### config.mk
export PLATFORM = sky130hd
export DESIGN_NAME = fifo_word_packer
export DESIGN_NICKNAME = d
export VERILOG_FILES = /design/src/rtl/word_packer_pkg.sv /design/src/rtl/pack_accum.sv /design/src/rtl/fifo_word_packer.sv
export SDC_FILE = /design/constraint.sdc
export NUM_CORES = 1
export LEC_CHECK = 0
export ABC_CLOCK_PERIOD_IN_PS = 5750
export CELL_PAD_IN_SITES_DETAIL_PLACEMENT = 1
export CELL_PAD_IN_SITES_GLOBAL_PLACEMENT = 2
export CORE_UTILIZATION = 35
export CTS_BUF_LIST = sky130_fd_sc_hd__clkbuf_8
export CTS_CLUSTER_SIZE = 20
export DETAILED_ROUTE_END_ITERATION = 8
export GPL_TIMING_DRIVEN = 1
export MAX_ROUTING_LAYER = met4
export PLACE_DENSITY_LB_ADDON = 0.1
export SETUP_SLACK_MARGIN = 0.02
export SYNTH_ARGS = -nofsm -noshare
export SYNTH_HDL_FRONTEND = slang
export SYNTH_SLANG_ARGS = --single-unit
### constraint.sdc
create_clock -name clk_i -period 5.75 [get_ports clk_i]
set_input_delay 0.575 -clock clk_i [delete_from_list [all_inputs] [get_ports clk_i]]
set_output_delay 0.575 -clock clk_i [all_outputs]
set_load 0.05 [all_outputs]
### src/rtl/word_packer_pkg.sv
// Shared constants for the FIFO word packer: default widths, FSM encoding, accumulator sizing.
// Latency: n/a (package).
// Backpressure: n/a (package).
package word_packer_pkg;

  localparam int IW_DEF = 24;  // item width, matches 2x12-bit FIFO word
  localparam int OW_DEF = 64;  // output word width
  localparam int CW_DEF = 12;  // item count width

  // FSM encoding
  localparam logic [1:0] ST_IDLE_ENC  = 2'd0;
  localparam logic [1:0] ST_RUN_ENC   = 2'd1;
  localparam logic [1:0] ST_FLUSH_ENC = 2'd2;
  localparam logic [1:0] ST_DONE_ENC  = 2'd3;

  typedef enum logic [1:0] {
    S_IDLE  = ST_IDLE_ENC,
    S_RUN   = ST_RUN_ENC,
    S_FLUSH = ST_FLUSH_ENC,
    S_DONE  = ST_DONE_ENC
  } state_t;

  // One full output word plus room for the item being captured and the one
  // already requested from the FIFO.
  function automatic int accw(input int iw, input int ow);
    return ow + 2 * iw;
  endfunction

endpackage

### src/rtl/pack_accum.sv
// Bit accumulator: inserts IW-bit items at offset fill, extracts OW-bit words LSB-first.
// Latency: captured item is visible for extraction the cycle after capture.
// Backpressure: extraction only happens when out_free is high; otherwise data is held.
//
// Ports:
//   clk_i, rst_i  clock, synchronous active-high reset
//   cap, din      capture din at bit offset fill this cycle
//   out_free      downstream output register can take a word this cycle
//   flush         frame tail: emit a short (zero-padded) final word if 0<fill<OW
//   fill          number of valid bits held
//   ext_vld/dat   a word is extracted this cycle; ext_dat is the word
module pack_accum
  import word_packer_pkg::*;
#(
  parameter  int IW   = IW_DEF,
  parameter  int OW   = OW_DEF,
  localparam int ACCW = accw(IW, OW),
  localparam int FW   = $clog2(ACCW + 1)
) (
  input  logic          clk_i,
  input  logic          rst_i,
  input  logic          cap,
  input  logic [IW-1:0] din,
  input  logic          out_free,
  input  logic          flush,
  output logic [FW-1:0] fill,
  output logic          ext_vld,
  output logic [OW-1:0] ext_dat
);

  logic [ACCW-1:0] acc_q;
  logic [ACCW-1:0] acc_ins;
  logic [FW-1:0]   fill_q;
  logic [FW-1:0]   fill_add;
  logic            ext_full;
  logic            ext_tail;

  // Bits at and above fill are always zero (insert ORs into the empty region,
  // shifts are logical), so OR-insertion is safe and the tail word is already
  // zero-padded without masking.
  always_comb begin
    acc_ins = acc_q;
    if (cap) begin
      acc_ins = acc_q | (ACCW'(din) << fill_q);
    end
  end

  assign fill_add = cap ? FW'(IW) : '0;

  // A full word never depends on the item captured this cycle (it lands at
  // offset >= OW), so capture and extraction can share a cycle.
  assign ext_full = (fill_q >= FW'(OW)) && out_free;
  // During flush no item is in flight, so acc_q is the complete remainder.
  assign ext_tail = flush && (fill_q != '0) && (fill_q < FW'(OW)) && out_free;

  assign ext_vld = ext_full || ext_tail;
  assign ext_dat = acc_q[OW-1:0];
  assign fill    = fill_q;

  always_ff @(posedge clk_i) begin
    if (rst_i) begin
      acc_q  <= '0;
      fill_q <= '0;
    end else if (ext_full) begin
      acc_q  <= acc_ins >> OW;
      fill_q <= fill_q + fill_add - FW'(OW);
    end else if (ext_tail) begin
      acc_q  <= '0;
      fill_q <= '0;
    end else begin
      acc_q  <= acc_ins;
      fill_q <= fill_q + fill_add;
    end
  end

endmodule

### src/rtl/fifo_word_packer.sv
// Packs IW-bit FIFO items LSB-first into OW-bit words; last word zero-padded, done_o per frame.
// Latency: FIFO data 1 cycle after rd_o; first word registered on word_o 1 cycle after a word's bits are held.
// Backpressure: word_o/valid_o held until ready_i; popping stops when the accumulator has no room.
//
// Ports:
//   clk_i, rst_i       clock, synchronous active-high reset
//   start_i, count_i   frame start (sampled in IDLE only) and item count
//   empty_i, rd_o      FIFO empty flag and pop request
//   din_i              FIFO read data, valid the cycle after rd_o
//   word_o, valid_o    packed output word and its valid, accepted with ready_i
//   busy_o, done_o     not-IDLE indicator and one-cycle end-of-frame pulse
//   last_o             final word of frame marker (only with WORD_PACKER_LAST_EN)
// Optional feature macro: WORD_PACKER_LAST_EN adds last_o.
module fifo_word_packer
  import word_packer_pkg::*;
#(
  parameter int IW = IW_DEF,
  parameter int OW = OW_DEF,
  parameter int CW = CW_DEF
) (
  input  logic          clk_i,
  input  logic          rst_i,
  input  logic          start_i,
  input  logic [CW-1:0] count_i,
  input  logic          empty_i,
  output logic          rd_o,
  input  logic [IW-1:0] din_i,
  output logic [OW-1:0] word_o,
  output logic          valid_o,
`ifdef WORD_PACKER_LAST_EN
  output logic          last_o,
`endif
  input  logic          ready_i,
  output logic          busy_o,
  output logic          done_o
);

  localparam int ACCW = accw(IW, OW);
  localparam int FW   = $clog2(ACCW + 1);
  localparam logic [FW:0] IW_W   = (FW+1)'(IW);
  localparam logic [FW:0] ACCW_W = (FW+1)'(ACCW);

  state_t        state_q;
  state_t        state_d;
  logic [CW-1:0] count_q;
  logic [CW-1:0] issued_q;
  logic [CW-1:0] received_q;
  logic          rd_pend_q;
  logic [FW-1:0] fill;
  logic          ext_vld;
  logic [OW-1:0] ext_dat;
  logic          out_free;
  logic [FW:0]   need;

  assign out_free = !valid_o || ready_i;

  // Room check counts the item already in flight so the accumulator never
  // overflows regardless of whether a word leaves this cycle.
  assign need = {1'b0, fill} + IW_W + (rd_pend_q ? IW_W : '0);
  assign rd_o = (state_q == S_RUN) && (issued_q < count_q) && !empty_i && (need <= ACCW_W);

  pack_accum #(
    .IW(IW),
    .OW(OW)
  ) u_accum (
    .clk_i    (clk_i),
    .rst_i    (rst_i),
    .cap      (rd_pend_q),
    .din      (din_i),
    .out_free (out_free),
    .flush    (state_q == S_FLUSH),
    .fill     (fill),
    .ext_vld  (ext_vld),
    .ext_dat  (ext_dat)
  );

  always_comb begin
    state_d = state_q;
    case (state_q)
      S_IDLE: begin
        if (start_i) begin
          state_d = (count_i != '0) ? S_RUN : S_DONE;
        end
      end
      S_RUN: begin
        if (received_q == count_q) begin
          state_d = S_FLUSH;
        end
      end
      S_FLUSH: begin
        // Leave as soon as the last word is being accepted so done_o lands
        // on the cycle right after the final handshake.
        if ((fill == '0) && out_free) begin
          state_d = S_DONE;
        end
      end
      S_DONE: begin
        state_d = S_IDLE;
      end
      default: begin
        state_d = S_IDLE;
      end
    endcase
  end

  always_ff @(posedge clk_i) begin
    if (rst_i) begin
      state_q <= S_IDLE;
    end else begin
      state_q <= state_d;
    end
  end

  always_ff @(posedge clk_i) begin
    if (rst_i) begin
      count_q    <= '0;
      issued_q   <= '0;
      received_q <= '0;
      rd_pend_q  <= 1'b0;
    end else begin
      rd_pend_q <= rd_o;
      if ((state_q == S_IDLE) && start_i) begin
        count_q    <= count_i;
        issued_q   <= '0;
        received_q <= '0;
      end else begin
        if (rd_o) begin
          issued_q <= issued_q + CW'(1);
        end
        if (rd_pend_q) begin
          received_q <= received_q + CW'(1);
        end
      end
    end
  end

  always_ff @(posedge clk_i) begin
    if (rst_i) begin
      word_o  <= '0;
      valid_o <= 1'b0;
    end else if (ext_vld) begin
      word_o  <= ext_dat;
      valid_o <= 1'b1;
    end else if (ready_i) begin
      valid_o <= 1'b0;
    end
  end

`ifdef WORD_PACKER_LAST_EN
  // Once every item has landed nothing more is in flight, so a word that
  // drains the accumulator to zero is the frame's last.
  logic final_word;
  assign final_word = (received_q == count_q) && (fill <= FW'(OW));

  always_ff @(posedge clk_i) begin
    if (rst_i) begin
      last_o <= 1'b0;
    end else if (ext_vld) begin
      last_o <= final_word;
    end else if (ready_i) begin
      last_o <= 1'b0;
    end
  end
`endif

  assign busy_o = (state_q != S_IDLE);
  assign done_o = (state_q == S_DONE);

endmodule

==> results.md <==
- Crit path largest cell delay: 0.88 ns
- Mapped Nets: 1231
- Initial antenna violation count: 0
- CP max-delay cell: dfxtp_1
- Peak supply drop: 0.000147 V
- Die extent in y: 170 um
- Placer Congestion: 0.844
- Minimum clock period: 4.78 ns
- Status: complete, no violations
- DIE AREA: 0.0289 mm^2
- Crit Path Max Fanout: 22
- Instance count on the critical path: 12
- Max-slew headroom: 25.7%
- Pins Over Slew Limit: 0
- YS warnings: 0
- Worst r2r path cells: 12
- Post-synthesis async set-or-reset flop share: 0%
- First-pass GRT wire length: 50000 um
- GRT Resource Usage Total: 22.7%
- Synthesized flop and latch total: 220
- CTS Root Cell: clkbuf_8
- DR WL/cell: 19.0 um
- Post-CTS Repair Setup Buffers: 0
- Final setup fails: 0
- Gate Count Post-Synth: 1164
- Main synth FF type: dfxtp_1
- DP HPWL: 21300 um
- Clk_lat worst skew: 0.54 ns
- CTS tree: done
- Final #Nets: 1315
- Hold Buf Count CTS: 0
- Port Buffers: 108
- Ports: 109
- Crit Path Class: flip-flop to output port
- Req. time, crit path: 5.18 ns
- Post-place setup slack: 1.56 ns
- Post-synth EDFFs: 0
- H-tree Lvls: 2
- Crit path launch type: flip-flop
- Final Skew: 0.0373 ns
- Hold Vio Cnt, Final: 0
- Pwr per Cell Area: 319 mW/mm^2
- CP cell instances: inv_2 > ha_1 > inv_1 > ha_1 > inv_1 > fa_1 > or4b_1 > a31oi_1 > nor4b_1 > buf_4 > and3_1 > buf_12
- Initial core utilization: 35.6%
- Via Count: 8848
- DRC errors left: 0
- 1st-pass router iterations: 5
- Bufs and invs on worst path: 5
- Synth cell types: 66
- Largest net degree at the start of global routing: 75
- Final worst slack: 0.974 ns
- Fill count: 3319
- Total Wirelength: 31500 um
- Mean Syn Cell Area: 8.49 um^2
- Achievable Freq: 0.209 GHz
- Core area: 0.0278 mm^2
- Num rows: 61
- Number of global-route vias before repair: 8672
- Seq/Total Area, Yosys: 44.6%
- Leak: 4.23 nW
- Cell family with most CP delay: adder cells
- Max Cap Violations: 0
- Post-Syn Area: 0.00988 mm^2
- Worst-case clock buffer depth: 3
- Global route overflow: 0
- Hold Path Depth: 2
- Post-CTS sizing: 0
- Area Growth Syn to Fin: 21.2%
- Min-Delay Path Class: flip-flop to flip-flop
- Via density: 5.36
- DRT antenna net count: 0
- Reg clk slew, reported paths: 0.07 ns
- Setup TNS: 0 ns
- Drt initial violations: 456
- DIE WIDTH: 170 um
- Worst slew pin tran: 1.11 ns
- RSZ-0062 raised after global routing: no
- Number of diodes: 0
- Crit. End Element: output port
- Tcrit/Tclk final: 83.1%
- Sink Count: 220
- CTS Buf Count: 41
- CP arrival: 4.20 ns
- Share of cells above drive strength 1: 8.95%
==> cell usage after synthesis, drive strengths merged, types with 12 or more instances <==
| library cell | instances | share of area, % |
|---|---|---|
| a211oi | 29 | 2.2 |
| nand2 | 207 | 7.9 |
| nor3 | 30 | 1.6 |
| nor4 | 15 | 1.2 |
| ha | 24 | 3.0 |
| buf | 38 | 2.3 |
| mux2 | 15 | 1.7 |
| o21ai | 17 | 0.86 |
| clkbuf | 42 | 1.6 |
| dfxtp | 220 | 45 |
| a221oi | 25 | 2.2 |
| xor2 | 12 | 1.1 |
| a2111oi | 17 | 1.9 |
| nand4 | 19 | 1.2 |
| a22o | 22 | 2.0 |
| a21oi | 169 | 8.6 |
| nor2 | 96 | 3.8 |
| inv | 29 | 1.1 |
| mux2i | 12 | 1.2 |
==> cells in the final DEF, fill, tap and decap left out, types with 5 or more instances in the layout <==
cell type / count
a2111oi_0: 9
a2111oi_2: 6
a211oi_1: 29
a21o_1: 7
a21oi_1: 168
a221oi_1: 25
a22o_1: 22
a22oi_1: 8
a32o_1: 7
and2_1: 9
and3_1: 9
buf_4: 14
clkbuf_8: 52
clkdlybuf4s50_1: 106
dfxtp_1: 220
ha_1: 24
inv_1: 39
mux2_2: 15
mux2i_1: 12
nand2_1: 206
nand2b_1: 7
nand3_1: 7
nand4_1: 19
nor2_1: 90
nor2_2: 5
nor3_1: 29
nor4_1: 11
o21a_1: 10
o21ai_0: 7
o21ai_1: 10
o22ai_1: 7
or3_1: 10
xnor2_1: 11
xor2_1: 12
==> final cells by class <==
class,count,area [um^2],share of cell area (%)
Clock inverter,17,98.8,0.825
Inverter,29,109,0.909
Multi-Input combinational cell,835,4990,41.7
Clock buffer,52,716,5.98
Tap cell,378,473,3.95
Sequential cell,220,4400,36.8
Timing Repair Buffer,121,1190,9.90
==> routing by layer <==
layer	track usage, %	up-vias	wire (um)
met4	6.27	0	680
met2	32.0	209	12900
li1	-	4324	-
met5	-	-	0
met1	33.2	4258	16600
met3	3.42	57	1300
==> logic make-up (layout without fill, tap and decap cells) <==
group / after synthesis / in the layout / share of synthesized area [%]
AND/OR/NAND/NOR: 425 / 425 / 19.8
flip-flops: 220 / 220 / 44.6
XOR/XNOR: 23 / 23 / 2.04
buffers and inverters: 109 / 219 / 5.04
multiplexers: 27 / 27 / 2.93
AO/OA/AOI/OAI: 334 / 334 / 22.2
adder cells (fa/ha/maj): 26 / 26 / 3.44
==> report_power, final <==
part	switching [W]	internal [W]	total [W]
logic	0.000442	0.000245	0.000687
clock network	0.000664	0.000850	0.00151
registers	0.0000571	0.00157	0.00162
==> state kept, by name, indices dropped and copies added (netlist names) <==
register       flops
u_accum.fill       4
issued_q          12
count_q           12
received_q        12
state_q            2
word_o            64
valid_o            1
u_accum.acc_q    112
rd_pend_q          1
==> final timing paths <==
path | startpoint | end | slack [ns]
max | u_accum.fill[4] | rd_o | 0.97
max reg2reg | u_accum.fill[4] | issued_q[2] | 1.88
min reg2reg | word_o[40] | word_o[40] | 0.45
min | word_o[40] | word_o[40] | 0.45
==> per-stage QoR <==
| stage | util (%) | instances | hold WS, ns | power, W | instance area, um^2 |
|---|---|---|---|---|---|
| after floorplan | - | 1164 | 0.420 | 0.00212 | 9880 |
| after global placement | 40.2 | 1583 | 0.432 | 0.00234 | 11200 |
| after detailed placement | 40.2 | 1583 | 0.445 | 0.00235 | 11200 |
| after CTS | 43.1 | 1652 | 0.450 | 0.00388 | 12000 |
| after global routing | 43.1 | 1652 | 0.462 | 0.00402 | 12000 |
| final | 43.1 | 1652 | 0.447 | 0.00383 | 12000 |
==> tightest hold or removal path: stages, from the launching register on <==
cell and delay [ns]:
dfxtp_1 0.30, nand2_1 0.05, a21oi_1 0.05
(Power assumes the default switching activity.)
==> edit 1: new RTL, same flow settings <==
Change the package constant `CW_DEF` from 12 to 11.
--- a/src/rtl/word_packer_pkg.sv
+++ b/src/rtl/word_packer_pkg.sv
@@ -5,7 +5,7 @@
 
   localparam int IW_DEF = 24;  // item width, matches 2x12-bit FIFO word
   localparam int OW_DEF = 64;  // output word width
-  localparam int CW_DEF = 12;  // item count width
+  localparam int CW_DEF = 11;  // item count width
 
   // FSM encoding
   localparam logic [1:0] ST_IDLE_ENC  = 2'd0;
Ports: changed (resized count_i); port bits go from 109 to 108. The function was not compared with the original's and may differ.
==> edit 1 against the unedited design <==
- the flow now finishes with violations (DRC)
- total power shrank 5.9%
- design area shrank 3.4%
- highest routed layer unchanged
- synthesized area shrank 4.8%
- wire length shrank 1.7%
- clock skew shrank 0.022 ns
- largest power group unchanged
- worst setup slack lost 0.28 ns
- core utilization grew 1.0 points
- sequential cell count shrank 3
- critical path type unchanged
==> edit 1: results (changes against the unedited design) <==
outcome complete, but fails checks; failing checks DRC; actual slew at the worst max-slew pin 0.949 ns (-0.165 ns); Post-CTS Resized 0 (unchanged); DRC 2 (+2); Setup Fix Bufs, Post-CTS 0 (unchanged); initial drt markers 459 (+0.66%); Clock Latency Late Sink 0.54 ns (about the same); final hold viol count 0 (unchanged); Reg with most FFs u_accum.acc_q; r2r setup slk 2.05 ns (+0.17 ns); clock buffer count from CTS 41 (unchanged); top flop regs u_accum.acc_q: 112 flops, word_o: 64 flops; arrival time worst endpoint 4.48 ns (+0.28 ns); initial antenna violation count 0 (unchanged); final net count 1,315 (unchanged); vias per cell 5.45 (+1.8%); post-synthesis sequential area ratio 46.2% (+1.6 points); Worst Clk Skew 0.0148 ns (-0.0224 ns); Commonest cells post-synth dfxtp_1 (217), nand2_1 (198), a21oi_1 (194); CTS max path bufs 3 (unchanged); register clock-pin slew on the reported worst setup and hold paths 0.06 ns; H-tree lvl count 2 (unchanged); CTS root buffer clkbuf_8; main area contributors after synthesis dfxtp_1 (46%), a21oi_1 (10%), nand2_1 (7.9%); synth warn 0 (unchanged); Total GRT Usage 23.3% (+0.63 points); library cells used by synthesis 52 (-21%); Top FF cell, synth dfxtp_1; largest net degree at the start of global routing 120 (+60%); Synth Net Count 1,223 (-0.65%); number of global-route vias before repair 8,830 (+1.8%); peak supply drop 158 uV (+7.6%); worst hold path type in2reg; Async S/R FF share, synth 0% (unchanged); first-pass GRT wire length 49.8 mm (-0.54%); port bufs 107 (-0.93%); routability congestion estimate 0.788 (-6.7%); Critical Path Fanout Max 17 (-23%); Lkg Pwr 4.24 nW (+0.41%); final wirelength 30.9 mm (-1.7%); layout cells sized above 1 6.58% (-2.4 points); Initial DRT Pass Iterations 7 (+2); post-DP HPWL 20.7 mm (-2.5%); n_diodes 0 (unchanged)
-- edit 1: cell count changes after synthesis, moves of 17 or more --
cell,change
a22o_1,-22
o21ai_0,+36
nand4_1,-17
a21oi_1,+25
nor2_1,+28
clkbuf_1,+26
buf_2,-17
-- edit 1: worst paths after layout --
kind                                   startpoint     endpoint  cells after the start
worst min-delay path                        rst_i   state_q[1]                      2
worst min register to register  u_accum.acc_q[10]   word_o[10]                      2
worst max register to register    u_accum.fill[4]  issued_q[8]                     12
worst max-delay path              u_accum.fill[4]         rd_o                     12
-- edit 1: through the flow --
| stage | std cells | util [%] | hold WS (ns) | worst slack, ns | cell area (um2) |
|---|---|---|---|---|---|
| CTS | 1611 | 44.2 | 0.371 | 0.695 | 11600 |
| global route | 1611 | 44.2 | 0.406 | 0.353 | 11600 |
| floorplan | 1158 | - | 0.424 | 2.12 | 9410 |
| detailed placement | 1542 | 41.1 | 0.446 | 1.27 | 10800 |
| finish | 1611 | 44.2 | 0.401 | 0.693 | 11600 |
| global placement | 1542 | 41.1 | 0.442 | 1.35 | 10800 |
-- edit 1: where the power goes --
group / internal [W] / switching (W) / total [W]
sequential: 0.00154 / 0.0000364 / 0.00157
clock: 0.000832 / 0.000646 / 0.00148
combinational: 0.000189 / 0.000357 / 0.000546
total: 0.00256 / 0.00104 / 0.00360
-- edit 1: worst max-delay path, stage by stage, from the launching register on --
cell             delay [ns]
dfxtp_1                0.70
inv_2                  0.26
ha_1                   0.35
inv_1                  0.07
ha_1                   0.15
inv_1                  0.05
fa_1                   0.50
nor4bb_1               0.06
o31ai_1                0.19
nand3_1                0.15
a211o_1                0.43
inv_1                  0.21
clkdlybuf4s50_1        0.83
-- edit 1: kinds of logic after synthesis --
| family | share of synthesized area, % |
|---|---|
| AOI/OAI and AO/OA | 24.0 |
| muxes | 2.77 |
| buffers and inverters | 4.11 |
| xor gates and xnor gates | 2.14 |
| and+or+nand+nor | 17.3 |
| adders and majority gates | 3.48 |
| DFF | 46.2 |
-- edit 1: routing by layer --
metal  vias to the layer above  global-route usage [%]  part of all wire [%]
met5                         -                       -                     0
met4                         0                    5.53                   1.7
met3                        39                    2.91                   3.8
met2                       156                    38.4                    48
met1                      4331                    30.4                    46
li1                       4256                       -                     -
-- edit 1: final cells by class --
class	instances	area, um2
Clock buffer	54	743
Clock inverter	15	66.3
Fill cell	3175	14600
Inverter	27	101
Multi-Input combinational cell	840	4700
Sequential cell	217	4340
Tap cell	335	419
Timing Repair Buffer	123	1200
==> edit 2: new RTL, config.mk and constraints unchanged <==
Made on the original files. Add a define of `WORD_PACKER_LAST_EN`.
--- a/src/rtl/fifo_word_packer.sv
+++ b/src/rtl/fifo_word_packer.sv
@@ -11,6 +11,8 @@
 //   busy_o, done_o     not-IDLE indicator and one-cycle end-of-frame pulse
 //   last_o             final word of frame marker (only with WORD_PACKER_LAST_EN)
 // Optional feature macro: WORD_PACKER_LAST_EN adds last_o.
+`define WORD_PACKER_LAST_EN
+
 module fifo_word_packer
   import word_packer_pkg::*;
 #(
Behaviour (old outputs only; new: last_o): same outputs for any inputs over 4 cycles, from zero or initial values and one cycle with rst_i high; that may be too few to reach the edited logic, so the function may still have changed.
==> edit 2 against the unedited design <==
- core utilization is 0.48 points lower
- sequential power hardly changed
- wire length is 4.9% lower
- highest routed layer unchanged
- largest cell class unchanged
- sequential share of layout area is 0.60 points higher
- count of clock-buffer cells in the layout is 3 lower
- sequential cell count is 1 higher
- critical path type unchanged
- design area is 1.1% lower
- worst setup slack worse by 0.43 ns
- total power is 4.4% lower
- combinational power is 16% lower
- synthesized area is 0.16% lower
==> edit 2: results (changes against the unedited design) <==
outcome finished clean; fmax 0.192 GHz (-8.3%); first-pass GRT wire length 47.8 mm (-4.4%); number of global-route vias before repair 8,651 (-0.24%); PwrDens 309 nW/um2 (-3.4%); Critical Path Max Stage Delay 0.91 ns (+0.03 ns); post-DP HPWL 20.2 mm (-5.1%); Syn Area/Cell 8.40 um2 (-1.1%); Place WS 1.09 ns (-0.462 ns); vias per cell 5.22 (-2.6%); wl on met1 14.5 mm (-13%); Worst R2R Path Depth 11 (-1); post-synthesis sequential area ratio 44.9% (+0.28 points); fin area 11,800 um2 (-1.1%); routability congestion estimate 0.835 (-1.1%); met2 usage 34.0% (+1.9 points); r2r setup slk 2.15 ns (+0.27 ns); placed cells 1,593 (+0.63%); WL met3 1.20 mm (-7.6%); Comb group 0.000579 W (-16%); Non-clk bufs 120 (-0.83%); Non-clock inverters 49 (+69%); Lkg Pwr 4.12 nW (-2.6%); main area contributors after synthesis dfxtp_1 (45%), a21oi_1 (9.4%), nand2_1 (7.0%); Worst Clk Skew 0.0221 ns (-0.0151 ns); Met2 Wirelength 13.6 mm (+5.6%); top flop regs u_accum.acc_q: 112 flops, word_o: 64 flops; port bufs 109 (+0.93%); Total GRT Usage 21.6% (-1.1 points); FF+latch count, synth 221 (+0.45%); placed inst area 11,100 um2 (-0.84%); highest routed layer met4; Switch Pwr 0.00108 W (-7.4%); clock power share 39.9% (+0.3 points); # clk buffers 49 (-5.8%); layout filler cell count 3,343 (+0.72%); met1 GRT Util 28.8% (-4.4 points); Non-clock buffering overhead 9.89% (-0.015 points); critical path's top delay family buffers and inverters; clk tree area frac 6.54% (-0.26 points); M3 GR Usage 3.19% (-0.23 points); peak supply drop 138 uV (-6.2%); Post-Layout Cell Count 1,659 (+0.42%); actual slew at the worst max-slew pin 1.08 ns (-0.0347 ns); clock buffer count from CTS 42 (+2.4%); initial drt markers 518 (+14%); Critical Path Fanout Max 28 (+27%); layout cells sized above 1 7.26% (-1.7 points); final net count 1,326 (+0.84%); Synth Net Count 1,242 (+0.89%)
==> edit 2: logic make-up (layout without fill, tap and decap cells) <==
logic type / Yosys count / count (layout) / synth area share [%]
adders and majority gates: 26 / 26 / 3.45
DFF: 221 / 221 / 44.9
muxes: 38 / 38 / 3.87
AOI/OAI and AO/OA: 300 / 300 / 19.7
buffers and inverters: 129 / 235 / 6.47
xor gates and xnor gates: 21 / 21 / 1.86
and+or+nand+nor: 440 / 440 / 19.8
==> edit 2: worst min path at each step <==
stage / startpoint / endpoint / slack, ns / depth (start not counted)
after floorplan: u_accum.acc_q[79] / u_accum.acc_q[79] / 0.42 / 2
after global placement: u_accum.acc_q[106] / u_accum.acc_q[106] / 0.44 / 2
after detailed placement: u_accum.acc_q[106] / u_accum.acc_q[106] / 0.44 / 2
after CTS: rst_i / count_q[7] / 0.40 / 2
after global routing: rst_i / count_q[11] / 0.43 / 2
final: rst_i / count_q[7] / 0.43 / 2
